File: src/rtl/control_sequencer_if.sv
// Control bus between the sequencer and the datapath/memory it steers.
// Carries start/IR/mem_done in, and all bus-source, load and ALU controls out.
interface control_sequencer_if;
    logic        start;
    logic [31:0] IR;
    logic        mem_done;

    logic        PCout;
    logic        Zlowout;
    logic        MDRout;
    logic        Cout;
    logic        MARin;
    logic        PCin;
    logic        MDRin;
    logic        IRin;
    logic        Yin;
    logic        Zlowin;
    logic        IncPC;
    logic        Read;
    logic        Write;
    logic [15:0] R_out;
    logic [15:0] R_in;
    logic [4:0]  alu_op;
    logic        run;
    logic        illegal;

    modport master (
        input  start, IR, mem_done,
        output PCout, Zlowout, MDRout, Cout,
        output MARin, PCin, MDRin, IRin, Yin, Zlowin, IncPC, Read, Write,
        output R_out, R_in, alu_op, run, illegal
    );

    modport slave (
        output start, IR, mem_done,
        input  PCout, Zlowout, MDRout, Cout,
        input  MARin, PCin, MDRin, IRin, Yin, Zlowin, IncPC, Read, Write,
        input  R_out, R_in, alu_op, run, illegal
    );
endinterface

File: src/rtl/control_sequencer.sv
// Hardwired multi-cycle control sequencer: fetch (T0-T2), dispatch (T3),
// execute (T4-T7). Ports: clock, clear (async, active-high), bus (master).
module control_sequencer (
    input  logic                 clock,
    input  logic                 clear,
    control_sequencer_if.master  bus
);

    typedef enum logic [3:0] {
        S_IDLE, S_T0, S_T1, S_T2, S_T3,
        S_T4, S_T5, S_T6, S_T7, S_HALTED
    } state_t;

    localparam logic [4:0] OP_LD   = 5'b00000;
    localparam logic [4:0] OP_LDI  = 5'b00001;
    localparam logic [4:0] OP_ST   = 5'b00010;
    localparam logic [4:0] OP_ADD  = 5'b00011;
    localparam logic [4:0] OP_SUB  = 5'b00100;
    localparam logic [4:0] OP_AND  = 5'b00101;
    localparam logic [4:0] OP_OR   = 5'b00110;
    localparam logic [4:0] OP_ADDI = 5'b01100;
    localparam logic [4:0] OP_NOP  = 5'b11010;
    localparam logic [4:0] OP_HALT = 5'b11011;

    state_t state;

    logic [4:0] op;
    logic [3:0] ra, rb, rc;
    logic       is_alu, is_imm, is_ld, is_st, is_nop, is_halt, legal;
    logic       unused_ir;

    assign op = bus.IR[31:27];
    assign ra = bus.IR[26:23];
    assign rb = bus.IR[22:19];
    assign rc = bus.IR[18:15];
    assign unused_ir = ^bus.IR[14:0];

    assign is_alu  = (op == OP_ADD) || (op == OP_SUB) ||
                     (op == OP_AND) || (op == OP_OR);
    assign is_imm  = (op == OP_ADDI) || (op == OP_LDI);
    assign is_ld   = (op == OP_LD);
    assign is_st   = (op == OP_ST);
    assign is_nop  = (op == OP_NOP);
    assign is_halt = (op == OP_HALT);
    assign legal   = is_alu || is_imm || is_ld || is_st || is_nop || is_halt;

    always_ff @(posedge clock or posedge clear) begin
        if (clear) begin
            state <= S_IDLE;
        end else begin
            case (state)
                S_IDLE:   if (bus.start) state <= S_T0;
                S_T0:     state <= S_T1;
                S_T1:     if (bus.mem_done) state <= S_T2;
                S_T2:     state <= S_T3;
                S_T3: begin
                    if (is_halt)
                        state <= S_HALTED;
                    else if (is_nop || !legal)
                        state <= S_T0;
                    else
                        state <= S_T4;
                end
                S_T4:     state <= S_T5;
                S_T5:     state <= (is_ld || is_st) ? S_T6 : S_T0;
                // Load waits for memory here; store only stages data.
                S_T6: begin
                    if (!is_ld || bus.mem_done) state <= S_T7;
                end
                // Store waits for memory here; load just writes back.
                S_T7: begin
                    if (!is_st || bus.mem_done) state <= S_T0;
                end
                S_HALTED: state <= S_HALTED;
                default:  state <= S_IDLE;
            endcase
        end
    end

    // Moore decode from state and IR; clear forces IDLE, hence all zeros.
    always_comb begin
        bus.PCout   = 1'b0;
        bus.Zlowout = 1'b0;
        bus.MDRout  = 1'b0;
        bus.Cout    = 1'b0;
        bus.MARin   = 1'b0;
        bus.PCin    = 1'b0;
        bus.MDRin   = 1'b0;
        bus.IRin    = 1'b0;
        bus.Yin     = 1'b0;
        bus.Zlowin  = 1'b0;
        bus.IncPC   = 1'b0;
        bus.Read    = 1'b0;
        bus.Write   = 1'b0;
        bus.R_out   = 16'h0000;
        bus.R_in    = 16'h0000;
        bus.alu_op  = 5'b00000;
        bus.illegal = 1'b0;
        bus.run     = (state != S_IDLE) && (state != S_HALTED);

        case (state)
            S_T0: begin
                bus.PCout  = 1'b1;
                bus.MARin  = 1'b1;
                bus.IncPC  = 1'b1;
                bus.Zlowin = 1'b1;
            end
            S_T1: begin
                bus.Zlowout = 1'b1;
                bus.PCin    = 1'b1;
                bus.Read    = 1'b1;
                bus.MDRin   = 1'b1;
            end
            S_T2: begin
                bus.MDRout = 1'b1;
                bus.IRin   = 1'b1;
            end
            S_T3: begin
                if (!legal) begin
                    bus.illegal = 1'b1;
                end else if (!is_nop && !is_halt) begin
                    bus.R_out = 16'h0001 << rb;
                    bus.Yin   = 1'b1;
                end
            end
            S_T4: begin
                if (is_alu) begin
                    bus.R_out  = 16'h0001 << rc;
                    bus.Zlowin = 1'b1;
                    bus.alu_op = op;
                end else if (is_imm || is_ld || is_st) begin
                    // Effective address / immediate path uses the adder.
                    bus.Cout   = 1'b1;
                    bus.Zlowin = 1'b1;
                    bus.alu_op = OP_ADD;
                end
            end
            S_T5: begin
                bus.Zlowout = 1'b1;
                if (is_alu || is_imm) bus.R_in = 16'h0001 << ra;
                if (is_ld || is_st)   bus.MARin = 1'b1;
            end
            S_T6: begin
                if (is_ld) begin
                    bus.Read  = 1'b1;
                    bus.MDRin = 1'b1;
                end else if (is_st) begin
                    bus.R_out = 16'h0001 << ra;
                    bus.MDRin = 1'b1;
                end
            end
            S_T7: begin
                if (is_ld) begin
                    bus.MDRout = 1'b1;
                    bus.R_in   = 16'h0001 << ra;
                end else if (is_st) begin
                    bus.Write = 1'b1;
                end
            end
            default: begin
            end
        endcase
    end

endmodule

File: src/flat_wrapper.sv
// flat-port wrapper written by rule: the top's interface ports become plain ports
module control_sequencer_flat 
  (clock, clear, bus_start, bus_IR, bus_mem_done, bus_PCout, bus_Zlowout, bus_MDRout, bus_Cout, bus_MARin, bus_PCin, bus_MDRin, bus_IRin, bus_Yin, bus_Zlowin, bus_IncPC, bus_Read, bus_Write, bus_R_out, bus_R_in, bus_alu_op, bus_run, bus_illegal);
  control_sequencer_if bus_i ();
  input  logic clock;
  input  logic clear;
  input wire logic [$bits(bus_i.start)-1:0] bus_start;
  input wire logic [$bits(bus_i.IR)-1:0] bus_IR;
  input wire logic [$bits(bus_i.mem_done)-1:0] bus_mem_done;
  output wire logic [$bits(bus_i.PCout)-1:0] bus_PCout;
  output wire logic [$bits(bus_i.Zlowout)-1:0] bus_Zlowout;
  output wire logic [$bits(bus_i.MDRout)-1:0] bus_MDRout;
  output wire logic [$bits(bus_i.Cout)-1:0] bus_Cout;
  output wire logic [$bits(bus_i.MARin)-1:0] bus_MARin;
  output wire logic [$bits(bus_i.PCin)-1:0] bus_PCin;
  output wire logic [$bits(bus_i.MDRin)-1:0] bus_MDRin;
  output wire logic [$bits(bus_i.IRin)-1:0] bus_IRin;
  output wire logic [$bits(bus_i.Yin)-1:0] bus_Yin;
  output wire logic [$bits(bus_i.Zlowin)-1:0] bus_Zlowin;
  output wire logic [$bits(bus_i.IncPC)-1:0] bus_IncPC;
  output wire logic [$bits(bus_i.Read)-1:0] bus_Read;
  output wire logic [$bits(bus_i.Write)-1:0] bus_Write;
  output wire logic [$bits(bus_i.R_out)-1:0] bus_R_out;
  output wire logic [$bits(bus_i.R_in)-1:0] bus_R_in;
  output wire logic [$bits(bus_i.alu_op)-1:0] bus_alu_op;
  output wire logic [$bits(bus_i.run)-1:0] bus_run;
  output wire logic [$bits(bus_i.illegal)-1:0] bus_illegal;
  assign bus_i.start = bus_start;
  assign bus_i.IR = bus_IR;
  assign bus_i.mem_done = bus_mem_done;
  assign bus_PCout = bus_i.PCout;
  assign bus_Zlowout = bus_i.Zlowout;
  assign bus_MDRout = bus_i.MDRout;
  assign bus_Cout = bus_i.Cout;
  assign bus_MARin = bus_i.MARin;
  assign bus_PCin = bus_i.PCin;
  assign bus_MDRin = bus_i.MDRin;
  assign bus_IRin = bus_i.IRin;
  assign bus_Yin = bus_i.Yin;
  assign bus_Zlowin = bus_i.Zlowin;
  assign bus_IncPC = bus_i.IncPC;
  assign bus_Read = bus_i.Read;
  assign bus_Write = bus_i.Write;
  assign bus_R_out = bus_i.R_out;
  assign bus_R_in = bus_i.R_in;
  assign bus_alu_op = bus_i.alu_op;
  assign bus_run = bus_i.run;
  assign bus_illegal = bus_i.illegal;
  control_sequencer u_core (.clock(clock), .clear(clear), .bus(bus_i));
endmodule
File: config.mk
export PLATFORM = sky130hd
export DESIGN_NAME = control_sequencer_flat
export DESIGN_NICKNAME = d
export VERILOG_FILES = /design/src/rtl/control_sequencer_if.sv /design/src/rtl/control_sequencer.sv /design/src/flat_wrapper.sv
export SDC_FILE = /design/constraint.sdc
export NUM_CORES = 1
export LEC_CHECK = 0
export BUFFER_PORTS_ARGS = -buffer_cell sky130_fd_sc_hd__buf_4
export CAP_MARGIN = 20
export CELL_PAD_IN_SITES_DETAIL_PLACEMENT = 0
export CELL_PAD_IN_SITES_GLOBAL_PLACEMENT = 1
export CORE_ASPECT_RATIO = 1.4
export CORE_UTILIZATION = 32
export CTS_CLUSTER_SIZE = 40
export DETAILED_ROUTE_END_ITERATION = 8
export HOLD_SLACK_MARGIN = 0.02
export PLACE_DENSITY_LB_ADDON = 0.1
export SETUP_SLACK_MARGIN = 0.05
export SYNTH_ARGS = -nofsm -noshare
export SYNTH_HDL_FRONTEND = slang
export SYNTH_SLANG_ARGS = --single-unit
File: constraint.sdc
create_clock -name clock -period 3.1 [get_ports clock]
set_clock_uncertainty 0.2 [all_clocks]
set_input_delay 0.31 -clock clock [delete_from_list [all_inputs] [get_ports clock]]
set_output_delay 0.31 -clock clock [all_outputs]
set_load 0.005 [all_outputs]
# Word-level counts from Yosys, hierarchy flattened
# Index checks and enable logic that the tools add are counted.
[word_totals]
regBits = 4
inputBits = 36
word_cells = 98
[op_classes]
eq_ne = 23
n_shift = 3
muxes = 44
reduce_logical = 27
[op_table]
columns = ["operator", "count"]
rows = [
  ["$mux W16", 7],
  ["$pmux W16 S3", 1],
  ["$shl A1 B4 Y16 const A", 3],
  ["$pmux W4 S10", 1],
  ["$pmux W16 S2", 1],
  ["$mux W4", 5],
  ["$mux W1", 19],
  ["$eq A4 B3 Y1 const B", 4],
  ["$eq A5 B3 Y1 const B", 3],
  ["$logic_or A1 B1 Y1", 15],
  ["$eq A5 B2 Y1 const B", 2],
  ["$eq A5 B5 Y1 const B", 2],
  ["$mux W5", 2],
  ["$pmux W1 S2", 5],
  ["$eq A4 B2 Y1 const B", 2],
  ["$eq A4 B4 Y1 const B", 2],
  ["$mux W3", 2],
  ["$eq A5 B1 Y1 const B", 1],
  ["$eq A5 B4 Y1 const B", 1],
  ["$logic_not A1 Y1", 5],
  ["$logic_not A5 Y1", 1],
  ["$eq A4 B1 Y1 const B", 1],
  ["$logic_not A4 Y1", 1],
  ["$ne A2 B1 Y1 const B", 2],
  ["7 further kinds", 9],
]

# Depth between registers and ports, before layout
# Gate-level depths: netlist of run 1.
[depth]
ltp_word = 14
mapped_depth = 7
depth_no_buf = 5

# Worst setup path before layout of run 1
# No wires, ideal clock.
[synth_path]
path_type = "input-to-output"
start = "input bus_IR[27]"
end = "output bus_R_in[12]"
arrival_time_ns = 1.750
path_slack_ns = 0.840
cell_stages = 6
n_path_buf = 2
path_cell_list = "buf_4 > or4_4 > nor2_4 > a32oi_4 > buf_6 > nor4_1"
[synth_between]
elab_chain_len = 7
elab_cells_between_ends = 15
[synth_lines]
columns = ["element", "line", "text"]
rows = [
  ["start: declaration", "flat_wrapper.sv:8", "input wire logic [$bits(bus_i.IR)-1:0] bus_IR;"],
  ["$eq A5 B2 Y1 / $eq A5 B3 Y1 (equally long branches)", "control_sequencer.sv:38", "assign is_alu = (op == OP_ADD) || (op == OP_SUB) ||"],
  ["$logic_or A1 B1 Y1 (2 in a row)", "control_sequencer.sv:38", ""],
  ["$logic_or A1 B1 Y1", "control_sequencer.sv:39", "(op == OP_AND) || (op == OP_OR);"],
  ["$logic_or A1 B1 Y1", "control_sequencer.sv:140", "if (is_alu || is_imm) bus.R_in = 16'h0001 << ra;"],
  ["$mux W16", "control_sequencer.sv:140", ""],
  ["$pmux W16 S2 *", "control_sequencer.sv:101", "case (state)"],
  ["end: declaration", "flat_wrapper.sv:24", "output wire logic [$bits(bus_i.R_in)-1:0] bus_R_in;"],
]
# Mark *: on every way between the ends. The rest lies on a longest branch, timed or not.

# Final worst setup path of run 1
[layout_path]
start = "input bus_IR[28]"
end = "output bus_R_out[15]"
[layout_between]
elab_chain_len = 11
elab_cells_between_ends = 28
[layout_lines]
columns = ["element", "line", "text"]
rows = [
  ["$eq A5 B2 Y1 / $eq A5 B3 Y1 (equally long branches)", "control_sequencer.sv:38", ""],
  ["$logic_or A1 B1 Y1 (2 in a row)", "control_sequencer.sv:38", ""],
  ["$logic_or A1 B1 Y1", "control_sequencer.sv:39", ""],
  ["$logic_or A1 B1 Y1 (5 in a row)", "control_sequencer.sv:45", "assign legal = is_alu || is_imm || is_ld || is_st || is_nop || is_halt;"],
  ["$mux W16", "control_sequencer.sv:119", "if (!legal) begin"],
  ["$pmux W16 S3 *", "control_sequencer.sv:101", ""],
  ["end: declaration", "flat_wrapper.sv:23", "output wire logic [$bits(bus_i.R_out)-1:0] bus_R_out;"],
]
# Marked as above.

==> flow_metrics.tcl, run 1 <==
set metrics [dict create \
    pwr_density_cell_nw_per_um2 364.1 \
    drtIter0Drc 96 \
    cap_violations 0 \
    cts.clk_slew.worst_paths_ps 30 \
    slew_violations 0 \
    drt_pass1_iterations 4 \
    cts_buffers 3 \
    hold_class "input port to flip-flop" \
    vias_per_cell 5.493 \
    p_sw_mw 0.3585 \
    p_sw_share_pct 47.10 \
    crit_arrival_ps 2210 \
    yosys.area.top_type_share_pct 6.633 \
    rows 29 \
    num_antenna_cells 0 \
    post_drt_wl_per_cell_um 15.36 \
    post-route-period-util_pct 87.63 \
    fillers 497 \
    antenna_found_initial 0 \
    power.share.clock_pct 13.9 \
    final.setup.tns_ps 0 \
    wirelength_um 5360 \
    grt_max_degree 27 \
    power.internal_mw 0.4027 \
    top_regs "u_core.state x4" \
    grt_usage_pct 21.40 \
    synth_cells 225 \
    die_y_um 83.25 \
    worstPathRequired_ps 2590 \
    largest-register "u_core.state" \
    synthToLayoutAreaGrowth_pct 38.56 \
    pwr-share-seq_pct 13.4 \
    gp_congestion 0.8715 \
    ys_types 53 \
    ys_async_sr_fraction_pct 100.0 \
    root_buffer "clkbuf_8" \
    path_max_fanout 20 \
    placed_cells 345 \
    cts_sinks 4 \
    startpoint_type "input port" \
    p_comb_share_pct 72.7 \
    finalPower_mw 0.7612 \
    hold_viol 0 \
    cts_resized 0 \
    synth_edf_count 0 \
    grt_overflow 0 \
    grt_pass1_wl_um 8349 \
    synth.area.top_cells "dfrtp_1 (6.6%), nor4_1 (6.2%), nor2_1 (5.5%)" \
    vias 1917 \
    layout_commonest_cell "buf_4" \
    post-route-min-period_ps 2716 \
    port_buffers 70 \
    clkLatencyLatePin_ps 210 \
    die_w_um 60.04 \
    htreeDepth 1 \
    cts_tree "yes" \
    drc_errors 0 \
    io_pins 88 \
    ys_ff_latch 4 \
    yosys_warnings 0 \
    post_cts_buffers 0 \
    end_kind "primary output" \
    synth_top_cell_by_area "dfrtp_1" \
    most-common-layout-cells "buf_4 (77), nor2_1 (22), nand2_1 (17)" \
    setup_violations 0 \
    synthesis.area_um2 1509 \
    drive_gt1_share_pct 32.40 \
    final_cells 349 \
    core_area_um2 4536 \
    fin_nets 325 \
    power.static_leakage_nw 0.8989 \
    critPathKind "input port to primary output" \
    antenna_left 0 \
    grt_pass1_vias 1864 \
    avgSynthCellArea_um2 6.706 \
    die-area_um2 4998 \
    initial_core_util_pct 33.27 \
    ys_seq_area_share_pct 6.633 \
    tightest_slew_ps 490.5 \
    hpwlAfterDp_um 4231 \
    max_freq_mhz 368.1 \
    clockBufferDepth 2 \
    grt_setup_unrepaired "false" \
    yosys_most_used_dff "dfrtp_1" \
    relSlewSlack_pct 67.00 \
    outcome "complete, no violations" \
    largest_register_ffs 4 \
    ir_drop_mv 0.1948 \
]
[cells by family (layout without fill, tap and decap cells)]
group	Yosys count	after routing	share of synthesized area [%]
AOI/OAI and AO/OA	45	45	24.96
buffers and inverters	27	88	10.28
DFF	4	4	6.634
muxes	2	2	1.410
other	1	2	0.2485
and+or+nand+nor	146	146	56.47
[worst max-delay path, stage by stage]
cell	delay [ps]
buf_4	190
or2b_1	270
and2_1	210
or4_4	610
o311ai_0	440
buf_4	180
[per-layer routing]
metal	up-vias	GRT usage [%]	wire length, um
met5	-	0	0
met4	0	6.342	125
met3	13	0.6231	133
met2	52	40.91	2887
met1	871	24.20	2213
li1	981	-	-
[synthesized netlist by cell type, types with 2 or more instances]
master	number
nand2b_1	12
a32oi_1	5
or3_1	9
o21ai_0	6
o31ai_1	2
dfrtp_1	4
a21oi_1	8
or2_2	3
or4_1	5
clkbuf_1	10
buf_4	4
a31oi_1	2
inv_1	7
o311ai_0	3
a21o_1	4
nand4b_1	2
or4_4	2
nand2_1	17
o311ai_1	2
nand3b_1	3
nor2_1	22
nor2b_1	6
and4b_1	2
o2bb2ai_1	3
nand4_1	12
and2_1	10
nand3_1	4
buf_6	5
nor4_1	15
nor3_1	13
[final timing paths]
path | start | endpoint | slack [ps] | cells after the start
max | bus_IR[28] | bus_R_out[15] | 380 | 6
min | bus_mem_done | u_core.state[1]$_DFFE_PP0P_ | 260 | 4
max reg2reg | u_core.state[2]$_DFFE_PP0P_ | u_core.state[2]$_DFFE_PP0P_ | 930 | 5
min reg2reg | u_core.state[3]$_DFFE_PP0P_ | u_core.state[1]$_DFFE_PP0P_ | 560 | 4
max in group asynchronous | clear | u_core.state[3]$_DFFE_PP0P_ | 2220 | 3
min in group asynchronous | clear | u_core.state[2]$_DFFE_PP0P_ | 340 | 3
[through the flow]
stage | instance area [um2] | hold WS (ps) | utilization [%] | setup WS [ps]
6_report | 2091 | 261.8 | 46.10 | 383.5
3_5_place_dp | 2039 | 3.781 | 44.97 | 375.4
2_1_floorplan | 1513 | -123.9 | - | 840.2
3_3_place_gp | 2039 | 1.573 | 44.97 | 367.1
4_1_cts | 2091 | 256.8 | 46.10 | 374.5
5_1_grt | 2091 | 269.5 | 46.10 | 328.5
[what timing repair did]
action                                  4_1_cts  5_1_grt
hold buffers                                  1        0
endpoints found under the hold margin         4        0
endpoints found under the setup margin        0        0
[final cells by class]
type | count | area, um2 | share of cell area (%)
Multi-Input combinational cell | 195 | 1257 | 60.14
Timing Repair Buffer | 78 | 588.1 | 28.13
Sequential cell | 4 | 100.1 | 4.788
Tap cell | 62 | 77.57 | 3.710
Clock buffer | 3 | 41.29 | 1.975
Inverter | 7 | 26.28 | 1.257
[power groups by stage]
stage	Clock [mW]	Combinational, mW	Sequential [mW]
floorplan	0	0.344	0.0820
global placement	0	0.551	0.103
detailed placement	0	0.554	0.102
CTS	0.107	0.556	0.101
global route	0.111	0.615	0.106
finish	0.106	0.553	0.102
(Power assumes the default switching activity.)
==> run 2, diff against run 1 <==
--- a/config.mk
+++ b/config.mk
@@ -10,6 +10,7 @@
 export CELL_PAD_IN_SITES_DETAIL_PLACEMENT = 0
 export CELL_PAD_IN_SITES_GLOBAL_PLACEMENT = 1
 export CORE_ASPECT_RATIO = 1.4
+export CORE_MARGIN = 2
 export CORE_UTILIZATION = 32
 export CTS_CLUSTER_SIZE = 40
 export DETAILED_ROUTE_END_ITERATION = 8
==> run 2 against run 1 <==
Register-to-register slack about the same; maximum frequency increased by 0.25%; global-route usage shrank 0.83 points; utilization is 0.17 points lower; highest routed layer unchanged.
==> flow_metrics.tcl, run 2 (same netlist as run 1, synthesis figures left out) <==
set metrics [dict create \
    vias 1906 \
    drive_gt1_share_pct 32.17 \
    layout_commonest_cell "buf_4" \
    hold_class "input port to flip-flop" \
    outcome "complete, no violations" \
    clkLatencyLatePin_ps 220 \
    cpMostUsedCell "buf_4" \
    final_cells 348 \
    tightest_slew_ps 490.2 \
    antenna_left 0 \
    port_buffers 70 \
    max_freq_mhz 369.0 \
    top_regs "u_core.state x4" \
    grt_pass1_vias 1846 \
    placed_cells 344 \
    hpwlAfterDp_um 4267 \
    post-route-min-period_ps 2710 \
    largest_register_ffs 4 \
    crit_chain "buf_4, or2b_1, and2_1, or4_4, o311ai_0, buf_4" \
    cts_buffers 3 \
    ir_drop_mv 0.2023 \
    critPathBufInv 2 \
    root_buffer "clkbuf_8" \
    grt_overflow 0 \
    setup_violations 0 \
    pwr_density_cell_nw_per_um2 364.5 \
    place_area_um2 2032 \
    critPathKind "input port to primary output" \
    drtIter0Drc 110 \
    grt_max_degree 27 \
    final_area_um2 2083 \
    path_max_fanout 20 \
    htreeDepth 1 \
    cts_resized 0 \
    seq_area_um2 100.1 \
    die-area_um2 5288 \
    die_y_um 85.25 \
    grt_setup_unrepaired "false" \
    fillers 500 \
    die_w_um 62.04 \
    clockBufferDepth 2 \
    cts_tree "yes" \
    grt_pass1_wl_um 8473 \
    drt_pass1_iterations 4 \
    cap_violations 0 \
    num_antenna_cells 0 \
    relSlewSlack_pct 67.02 \
    final.setup.tns_ps 0 \
    core_area_um2 4536 \
    hold_viol 0 \
    slowest_stage "or4_4" \
    post-route-period-util_pct 87.41 \
    utilization_pct 45.93 \
    crit_arrival_ps 2200 \
    post_drt_wl_per_cell_um 15.45 \
    initial_core_util_pct 33.27 \
    largest-register "u_core.state" \
    fin_nets 324 \
    rows 29 \
    antenna_found_initial 0 \
    worstPathRequired_ps 2590 \
    drc_errors 0 \
    slew_violations 0 \
    multi_input_area_um2 1257 \
    end_kind "primary output" \
    cts.clk_slew.worst_paths_ps 30 \
    most-common-layout-cells "buf_4 (76), nor2_1 (22), nand2_1 (17)" \
    vias_per_cell 5.477 \
    startpoint_type "input port" \
    gp_congestion 0.8784 \
    critPathMaxStageDelay_ps 610 \
    cts_sinks 4 \
    power.static_leakage_nw 0.8937 \
    synthToLayoutAreaGrowth_pct 38.06 \
    wirelength_um 5376 \
    io_pins 88 \
    cpLargestDelayFamily "simple AND/OR/NAND/NOR gates" \
    grt_usage_pct 20.57 \
]
[run 2: what timing repair did]
item,4_1_cts,5_1_grt
endpoints found under the hold margin,4,0
buffers inserted,0,0
hold buffers,1,0
[run 2: area by class of cell]
cell class / instances / share of cell area (%)
Tap cell: 62 / 3.724
Inverter: 7 / 1.261
Clock buffer: 3 / 1.982
Timing Repair Buffer: 77 / 27.87
Multi-Input combinational cell: 195 / 60.36
Sequential cell: 4 / 4.805
[run 2: path summary, 6_finish.rpt]
path                            slack, ps                     endpoint                   startpoint  cells past startpoint
worst max-delay path                  390                bus_R_out[15]                   bus_IR[28]                      6
worst min-delay path                  260  u_core.state[1]$_DFFE_PP0P_                 bus_mem_done                      4
worst max register to register        930  u_core.state[2]$_DFFE_PP0P_  u_core.state[1]$_DFFE_PP0P_                      5
worst min register to register        550  u_core.state[1]$_DFFE_PP0P_  u_core.state[0]$_DFFE_PP0P_                      4
max in group asynchronous            2230  u_core.state[1]$_DFFE_PP0P_                        clear                      3
min in group asynchronous             330  u_core.state[3]$_DFFE_PP0P_                        clear                      3
[run 2: stage by stage]
step | setup WS [ps] | total power, mW | hold WS (ps)
2_1_floorplan | 840.2 | 0.4258 | -123.9
3_3_place_gp | 374.6 | 0.6470 | 2.657
3_5_place_dp | 362.9 | 0.6481 | 2.885
4_1_cts | 352.1 | 0.7631 | 256.3
5_1_grt | 285.1 | 0.8330 | 291.7
6_report | 390.3 | 0.7593 | 261.7
[run 2: worst min-delay path: cells and delay by family]
family	cells	cell delay, ps
and+or+nand+nor	2	150
buffers and inverters	1	80
AOI/OAI and AO/OA	1	80
[run 2: per-layer routing]
metal	GRT usage [%]	routed length, um	vias up
li1	-	-	991
met2	40.06	3022	43
met4	2.901	21	0
met1	23.81	2194	870
met3	0.6098	137	2
met5	0	0	-
[run 2: where the power goes]
part	leakage [nW]	internal (mW)	switching (mW)
clock network	0.0216	0.0829	0.0287
registers	0.0510	0.0724	0.0359
logic	0.821	0.242	0.297
